===== config.mk =====
export PLATFORM = sky130hd
export DESIGN_NAME = pulse_stretcher
export DESIGN_NICKNAME = d
export VERILOG_FILES = /design/src/rtl/cm_pkg.sv /design/src/rtl/stretch_timer.sv /design/src/rtl/pulse_stretcher.sv
export SDC_FILE = /design/constraint.sdc
export NUM_CORES = 1
export LEC_CHECK = 0
export CAP_MARGIN = 20
export CORE_UTILIZATION = 50
export DETAILED_ROUTE_END_ITERATION = 10
export PLACE_DENSITY_LB_ADDON = 0.08
export SLEW_MARGIN = 20
export SYNTH_ARGS = -nofsm -noshare
export SYNTH_HDL_FRONTEND = slang
export SYNTH_HIERARCHICAL = 1
export SYNTH_SLANG_ARGS = --single-unit

===== constraint.sdc =====
create_clock -name clk -period 3.75 [get_ports clk]
set_input_delay 0.5625 -clock clk [delete_from_list [all_inputs] [get_ports clk]]
set_output_delay 0.5625 -clock clk [all_outputs]
set_load 0.005 [all_outputs]

===== src/rtl/cm_pkg.sv =====
// Shared definitions for the pulse stretcher: FSM state encoding.
package cm_pkg;

    typedef enum logic [1:0] {
        ST_IDLE = 2'd0,
        ST_ON   = 2'd1,
        ST_GAP  = 2'd2
    } state_e;

endpackage


===== src/rtl/stretch_timer.sv =====
// Loadable down-counter shared by the ON and GAP phases; holds at zero.
module stretch_timer #(
    parameter int CNT_W = 20
) (
    input  logic             clk,
    input  logic             rst_n,
    input  logic             load,
    input  logic [CNT_W-1:0] load_val,
    input  logic             en,
    output logic             zero
);

    logic [CNT_W-1:0] cnt_q;

    always_ff @(posedge clk) begin
        if (!rst_n) begin
            cnt_q <= '0;
        end else if (load) begin
            cnt_q <= load_val;
        end else if (en && (cnt_q != '0)) begin
            cnt_q <= cnt_q - 1'b1;
        end
    end

    assign zero = (cnt_q == '0);

endmodule


===== src/rtl/pulse_stretcher.sv =====
// Stretches single-cycle events into visible blinks (ON_CYCLES high, GAP_CYCLES low),
// queueing events that arrive mid-blink in a saturating counter.
module pulse_stretcher
    import cm_pkg::*;
#(
    parameter int CNT_W      = 20,
    parameter int ON_CYCLES  = 1000000,
    parameter int GAP_CYCLES = 250000,
    parameter int PEND_MAX   = 3,
    parameter int PEND_W     = 2,
    parameter int RETRIG     = 0,
    parameter int EDGE       = 1
) (
    input  logic              clk,
    input  logic              rst_n,
    input  logic              I,
    output logic              O,
    output logic              busy,
    output logic [PEND_W-1:0] pend,
    output logic              drop
);

    localparam logic [CNT_W-1:0]  ON_LD  = CNT_W'(ON_CYCLES - 1);
    localparam logic [CNT_W-1:0]  GAP_LD = CNT_W'(GAP_CYCLES - 1);
    localparam logic [PEND_W-1:0] P_MAX  = PEND_W'(PEND_MAX);

    state_e            state_q, state_d;
    logic              o_q, o_d;
    logic              busy_q, busy_d;
    logic              drop_q, drop_d;
    logic [PEND_W-1:0] pend_q, pend_d;
    logic              i_q;
    logic              ev;
    logic              zero;
    logic              load;
    logic [CNT_W-1:0]  load_val;
    logic              en;
    logic              inc, dec;

    assign ev = (EDGE != 0) ? (I & ~i_q) : I;

    stretch_timer #(.CNT_W(CNT_W)) u_timer (
        .clk      (clk),
        .rst_n    (rst_n),
        .load     (load),
        .load_val (load_val),
        .en       (en),
        .zero     (zero)
    );

    always_comb begin
        state_d  = state_q;
        o_d      = o_q;
        load     = 1'b0;
        load_val = ON_LD;
        en       = 1'b0;
        inc      = 1'b0;
        dec      = 1'b0;
        unique case (state_q)
            ST_IDLE: begin
                if (ev) begin
                    state_d = ST_ON;
                    o_d     = 1'b1;
                    load    = 1'b1;
                end
            end
            ST_ON: begin
                inc = ev && (RETRIG == 0);
                if (ev && (RETRIG != 0)) begin
                    load = 1'b1;
                end else if (zero) begin
                    state_d  = ST_GAP;
                    o_d      = 1'b0;
                    load     = 1'b1;
                    load_val = GAP_LD;
                end else begin
                    en = 1'b1;
                end
            end
            ST_GAP: begin
                if (zero) begin
                    if ((pend_q != '0) || ev) begin
                        state_d = ST_ON;
                        o_d     = 1'b1;
                        load    = 1'b1;
                        // A fresh event with an empty queue starts the blink directly.
                        dec     = (pend_q != '0);
                        inc     = ev && (pend_q != '0);
                    end else begin
                        state_d = ST_IDLE;
                    end
                end else begin
                    en  = 1'b1;
                    inc = ev;
                end
            end
            default: begin
                state_d = ST_IDLE;
                o_d     = 1'b0;
            end
        endcase
    end

    always_comb begin
        pend_d = pend_q;
        drop_d = 1'b0;
        if (inc && !dec) begin
            if (pend_q == P_MAX) begin
                drop_d = 1'b1;
            end else begin
                pend_d = pend_q + 1'b1;
            end
        end else if (dec && !inc) begin
            pend_d = pend_q - 1'b1;
        end
    end

    assign busy_d = (state_d != ST_IDLE);

    always_ff @(posedge clk) begin
        if (!rst_n) begin
            state_q <= ST_IDLE;
            o_q     <= 1'b0;
            busy_q  <= 1'b0;
            drop_q  <= 1'b0;
            pend_q  <= '0;
            i_q     <= 1'b0;
        end else begin
            state_q <= state_d;
            o_q     <= o_d;
            busy_q  <= busy_d;
            drop_q  <= drop_d;
            pend_q  <= pend_d;
            i_q     <= I;
        end
    end

    assign O    = o_q;
    assign busy = busy_q;
    assign pend = pend_q;
    assign drop = drop_q;

endmodule

==> flow_metrics.py, run 1 <==
metrics = {
    "sta": {
        "finClkSkew_ns": 0.00282,
        "fmax_mhz": 310,
        "maxSlewHeadroom_pct": 48.0,
        "post-route-period-util_pct": 86.1,
        "finalMaxSlewViolations": 0,
        "min_period_ns": 3.23,
        "setup_tns_ns": 0,
        "hold_viol": 0,
        "rsz0062_at_grt": "false",
        "worst_slew_pin_slew_ns": 0.777,
        "setup_viol": 0,
    },
    "clocking": {
        "cts_tree": "done",
        "hold_buffers": 0,
        "clk_pin_slew_ns": 0.15,
        "cts_root_buffer": "clkbuf_4",
        "post_cts_buffers": 0,
        "cts.path.max_buffers": 2,
        "cts_made_buffers": 3,
        "cts_resized": 0,
        "cts.htree.levels": 1,
        "clock-sinks": 28,
        "insertion_delay_ns": 0.34,
    },
    "global_routing": {
        "grt_pass1_vias": 1431,
        "antenna_found_initial": 0,
        "grt_overflow": 0,
        "grt_usage_pct": 22.5,
        "grt_pass1_wl_mm": 6.29,
        "grt_max_degree": 27,
    },
    "floorplan": {
        "fp.dieW_um": 61.1,
        "die_h_um": 61.1,
        "start_util_pct": 52.3,
        "core-area_um2": 3340,
        "dieArea_um2": 3730,
        "placementRows": 21,
        "ioPinCount": 8,
    },
    "logic_synthesis": {
        "synth_top_family_by_area": "simple AND/OR/NAND/NOR gates",
        "synth_compound_area_share_pct": 24.8,
        "async_reset_ff_share_pct": 0,
        "synth_edf_count": 0,
        "ys_seq_elements": 28,
        "synthTopCellsByArea": "dfxtp_1, xnor2_1, a21oi_1",
        "postSynthCellCount": 209,
        "synthSimpleGateAreaFrac_pct": 25.5,
        "synth_xor_xnor_area_share_pct": 7.03,
        "yosys.area_share.adder_pct": 4.30,
        "postSynthAreaPerCell_um2": 8.35,
        "seq_area_frac_synth_pct": 32.1,
        "synth_top_area_share_pct": 32.1,
        "yosys.cell_types.count": 57,
        "ys_warn_count": 6,
        "netlist_area_um2": 1740,
        "ys.flop_type": "dfxtp_1",
        "synthMuxAreaShare_pct": 0.646,
        "synth_top_cell_by_area": "dfxtp_1",
    },
    "layout": {
        "final_util_pct": 57.7,
        "multi_input_area_um2": 1130,
        "finish.instance_area_um2": 1920,
        "final_net_count": 234,
        "seq_area_um2": 561,
        "fill_cells": 323,
        "drive_gt1_share_pct": 9.82,
        "diodes": 0,
        "area_delta_synth_final_pct": 10.3,
    },
    "critical_path": {
        "crit_required_ns": 4.00,
        "reg2reg_slack_ns": 0.52,
        "crit_top_cell": "buf_4",
        "endpoint_kind": "flip-flop",
        "path_buf_inv": 4,
        "critPathTopFamily": "simple AND/OR/NAND/NOR gates",
        "critPathSlowestCell": "nor4b_1",
        "crit_arrival_ns": 3.47,
        "path_cells": "inv_1 -> ha_1 -> nor4b_1 -> nand3_1 -> nor2_1 -> nand2_1 -> a31oi_1 -> buf_4 -> clkinv_1 -> buf_4 -> o21ai_0 -> a21oi_1",
        "start_kind": "flip-flop",
        "max_stage_delay_ns": 0.40,
        "critical_path_class": "reg -> reg",
        "crit_fanout": 17,
    },
    "detailed_routing": {
        "wl_per_cell_um": 14.0,
        "postRouteAntennaNets": 0,
        "wl_met3_um": 110,
        "top_layer": "met4",
        "wirelength_mm": 3.77,
        "drc": 0,
        "firstDrtPassIters": 4,
        "route.met2.wl_mm": 1.82,
        "met1_length_mm": 1.72,
        "dr.first_iter.drc_count": 75,
        "vias": 1559,
        "via_per_inst": 5.77,
    },
    "pwr": {
        "power_frac_seq_pct": 49.6,
        "switching_share_pct": 33.9,
        "ir_drop_uv": 191,
        "p_switching_mw": 0.250,
        "comb_power_share_pct": 29.8,
        "p_per_area_nw_per_um2": 382,
        "internal_power_mw": 0.486,
        "power_leakage_nw": 0.694,
        "p_clk_share_pct": 20.6,
        "power_mw": 0.736,
    },
    "run": {
        "maxCapViolCount": 0,
    },
    "placed_design": {
        "portBuffers": 7,
        "place_area_um2": 1890,
        "hpwl_mm": 2.82,
        "gp_congestion": 0.845,
    },
    "hold_path": {
        "min_path_type": "reg -> reg",
    },
    "run_status": {
        "outcome": "finished clean",
    },
}
==> stage by stage <==
stage / hold WS (ns) / setup slack [ns] / std cells
after detailed placement: 0.449 / 0.549 / 266
after global placement: 0.439 / 0.668 / 266
after CTS: 0.469 / 0.529 / 270
final: 0.463 / 0.521 / 270
after floorplan: 0.439 / 1.16 / 219
after global routing: 0.493 / 0.166 / 270
==> layer usage <==
layer / vias to the layer above / global-route usage (%)
met4: 0 / 12.3
met3: 14 / 3.57
met5: - / 0
li1: 786 / -
met1: 724 / 28.5
met2: 35 / 36.6
==> cells in the mapped netlist (3+ instances only) <==
master    number
clkbuf_1       6
o21ai_0       22
xnor2_1       14
ha_1           6
nor2b_1        3
nand2b_1       3
nor3_1         7
dfxtp_1       28
inv_1          9
nor4b_1        3
nor2_1        10
a31oi_1        4
nor4_1         3
a21oi_1       22
o31ai_1        4
nand2_1        9
or3_1          5
==> registers in the layout, summed over array words and instances (netlist names) <==
register / count
i_q: 1
state_q: 2
u_timer/cnt_q: 20
drop: 1
pend: 2
busy: 1
O: 1
==> power by group through the flow <==
stage                     Sequential [mW]  Combinational, mW  Clock [mW]
after detailed placement            0.371              0.217           0
after floorplan                     0.362              0.172           0
after global routing                0.370              0.245       0.167
after global placement              0.369              0.213           0
final                               0.365              0.219       0.152
after CTS                           0.365              0.218       0.154
==> kinds of logic (layout without fill, tap and decap cells) <==
| family | after synthesis | after routing |
|---|---|---|
| mux | 1 | 1 |
| compound gates | 70 | 70 |
| simple gates | 68 | 68 |
| buf+inv | 20 | 25 |
| other cells | 2 | 12 |
| fa+ha+maj | 6 | 6 |
| flops | 28 | 28 |
| xor+xnor | 14 | 14 |
==> cell type report <==
class | instances | area share [%]
clock buffers | 4 | 1.89
inverters | 10 | 1.95
multi-input cells | 171 | 58.8
flip-flops and latches | 28 | 29.1
well taps | 46 | 2.99
repair buffers | 11 | 5.20
==> path summary, 6_finish.rpt <==
kind                       end  cells past startpoint              from
max          u_timer/cnt_q[19]                     12  u_timer/cnt_q[0]
min                          O                      2                 O
min reg2reg                  O                      2                 O
max reg2reg  u_timer/cnt_q[19]                     12  u_timer/cnt_q[0]
==> layout by cell type, fill, tap and decap left out, drive strengths merged, types with 3 or more instances in the layout <==
cell	synthesis	routed
dfxtp	28	28
o21ai	23	23
a21oi	22	22
xnor2	14	14
conb	2	12
nor2	10	10
inv	9	9
nand2	9	9
nor3	8	8
clkdlybuf4s50	0	7
ha	6	6
or3	5	5
nor4	5	5
o31ai	4	4
a31oi	4	4
buf	4	4
clkbuf	6	4
nor4b	4	4
a211oi	4	4
nor2b	3	3
nand2b	3	3
and2	3	3
==> worst register-to-register path: stages (launching register included) <==
cell and delay (ns):
dfxtp_1 0.38, inv_1 0.10, ha_1 0.16, nor4b_1 0.40, nand3_1 0.17, nor2_1 0.32, nand2_1 0.32, a31oi_1 0.22
buf_4 0.18, clkinv_1 0.35, buf_4 0.32, o21ai_0 0.16, a21oi_1 0.06
No activity file was read; power rests on OpenSTA's default activity.
==> run 2, diff against run 1 <==
DONT_BUFFER_PORTS = 1   (was not set)
==> flow_metrics.py, run 2 (synthesized netlist as in run 1, its figures left out) <==
metrics = {
    "clocking": {
        "cts.htree.levels": 1,
        "hold_buffers": 0,
        "clk_pin_slew_ns": 0.15,
        "cts_root_buffer": "clkbuf_4",
        "cts_made_buffers": 3,
        "cts_resized": 0,
        "insertion_delay_ns": 0.33,
        "post_cts_buffers": 0,
        "cts_tree": "done",
        "clock-sinks": 28,
        "cts.path.max_buffers": 2,
    },
    "global_routing": {
        "antenna_found_initial": 0,
        "grt_overflow": 0,
        "grt_max_degree": 37,
        "grt_pass1_wl_mm": 6.07,
        "grt_pass1_vias": 1358,
        "grt_usage_pct": 21.9,
    },
    "floorplan": {
        "start_util_pct": 52.3,
        "dieArea_um2": 3730,
        "fp.dieW_um": 61.1,
        "core-area_um2": 3340,
        "die_h_um": 61.1,
        "placementRows": 21,
        "ioPinCount": 8,
    },
    "critical_path": {
        "crit_fanout": 8,
        "reg2regPathDepth": 11,
        "endpoint_kind": "flip-flop",
        "critical_path_class": "reg -> reg",
        "crit_required_ns": 4.02,
        "crit_arrival_ns": 3.26,
        "start_kind": "flip-flop",
    },
    "detailed_routing": {
        "postRouteAntennaNets": 0,
        "firstDrtPassIters": 4,
        "via_per_inst": 5.69,
        "dr.first_iter.drc_count": 100,
        "vias": 1484,
        "drc": 0,
        "wirelength_mm": 3.64,
        "wl_per_cell_um": 14.0,
    },
    "layout": {
        "largest_reg_flops": 20,
        "diodes": 0,
        "final_net_count": 225,
        "drive_gt1_share_pct": 9.30,
        "area_delta_synth_final_pct": 5.45,
        "final_cell_mix": "dfxtp_1, a21oi_1, o21ai_0",
        "mostFrequentLayoutCell": "dfxtp_1",
        "regMostFlops": "u_timer/cnt_q",
    },
    "sta": {
        "hold_viol": 0,
        "finalMaxSlewViolations": 0,
        "post-route-period-util_pct": 79.8,
        "min_period_ns": 2.99,
        "setup_viol": 0,
        "finClkSkew_ns": 0.00524,
        "timing.final.ws_setup_ns": 0.757,
        "worst_slew_pin_slew_ns": 0.580,
        "whs_ns": 0.343,
        "rsz0062_at_grt": "false",
        "fmax_mhz": 334,
        "setup_tns_ns": 0,
        "maxSlewHeadroom_pct": 61.0,
    },
    "run_status": {
        "outcome": "finished clean",
    },
    "placed_design": {
        "portBuffers": 0,
        "dp_slack_ns": 0.796,
        "hpwl_mm": 2.73,
        "gp_congestion": 0.800,
    },
    "pwr": {
        "ir_drop_uv": 181,
        "power_leakage_nw": 0.660,
        "power_mw": 0.717,
        "p_per_area_nw_per_um2": 390,
    },
    "hold_path": {
        "hold_depth": 1,
        "min_path_type": "in -> reg",
    },
    "run": {
        "maxCapViolCount": 0,
    },
}
run 2: cell types whose count changed in the layout (fill, tap and decap cells not counted):
| cell | change |
|---|---|
| buf_4 | -2 |
| clkdlybuf4s50_1 | -7 |
run 2: power by group:
| part | total, mW | internal (mW) | switching [mW] | leakage (nW) |
|---|---|---|---|---|
| Clock | 0.147 | 0.0595 | 0.0879 | 0.0210 |
| Sequential | 0.364 | 0.328 | 0.0366 | 0.231 |
| Combinational | 0.205 | 0.0894 | 0.116 | 0.407 |
| Total | 0.717 | 0.477 | 0.240 | 0.660 |
run 2: metrics by stage:
stage,utilization (%),cells,instance area [µm²]
after floorplan,-,219,1780
after global placement,54.0,257,1800
after detailed placement,54.0,257,1800
after CTS,55.1,261,1840
after global routing,55.1,261,1840
final,55.1,261,1840
run 2: metal layers:
| layer | GRT usage (%) | vias up | routed length, µm | share of wire (%) |
|---|---|---|---|---|
| li1 | - | 769 | - | - |
| met1 | 26.3 | 702 | 1680 | 46 |
| met2 | 39.3 | 11 | 1860 | 51 |
| met3 | 5.88 | 2 | 83 | 2.3 |
| met4 | 4.22 | 0 | 18 | 0.49 |
| met5 | 0 | - | 0 | 0 |
run 2: cell type report:
| cell class | instances | area (µm²) |
|---|---|---|
| fill | 331 | 1500 |
| clock buffer | 4 | 36.3 |
| sequential | 28 | 561 |
| tap | 46 | 57.6 |
| timing repair buffer | 2 | 15.0 |
| inverter | 10 | 37.5 |
| multi-input combinational | 171 | 1130 |
run 2: path summary, 6_finish.rpt:
path               startpoint                 to  slack (ns)
max          u_timer/cnt_q[0]  u_timer/cnt_q[10]        0.76
min                     rst_n   u_timer/cnt_q[0]        0.34
max reg2reg  u_timer/cnt_q[0]  u_timer/cnt_q[10]        0.76
min reg2reg                 O                  O        0.48
run 2: worst max-delay path: stages, from the launching register on:
cell and delay (ns):
dfxtp_1 0.43, inv_1 0.09, ha_1 0.22, nor4b_1 0.15, nand3_1 0.12, nor2_1 0.10
nor2b_1 0.43, nand2_1 0.12, or3_1 0.45, a211o_1 0.36, or3_1 0.31, a31oi_1 0.15
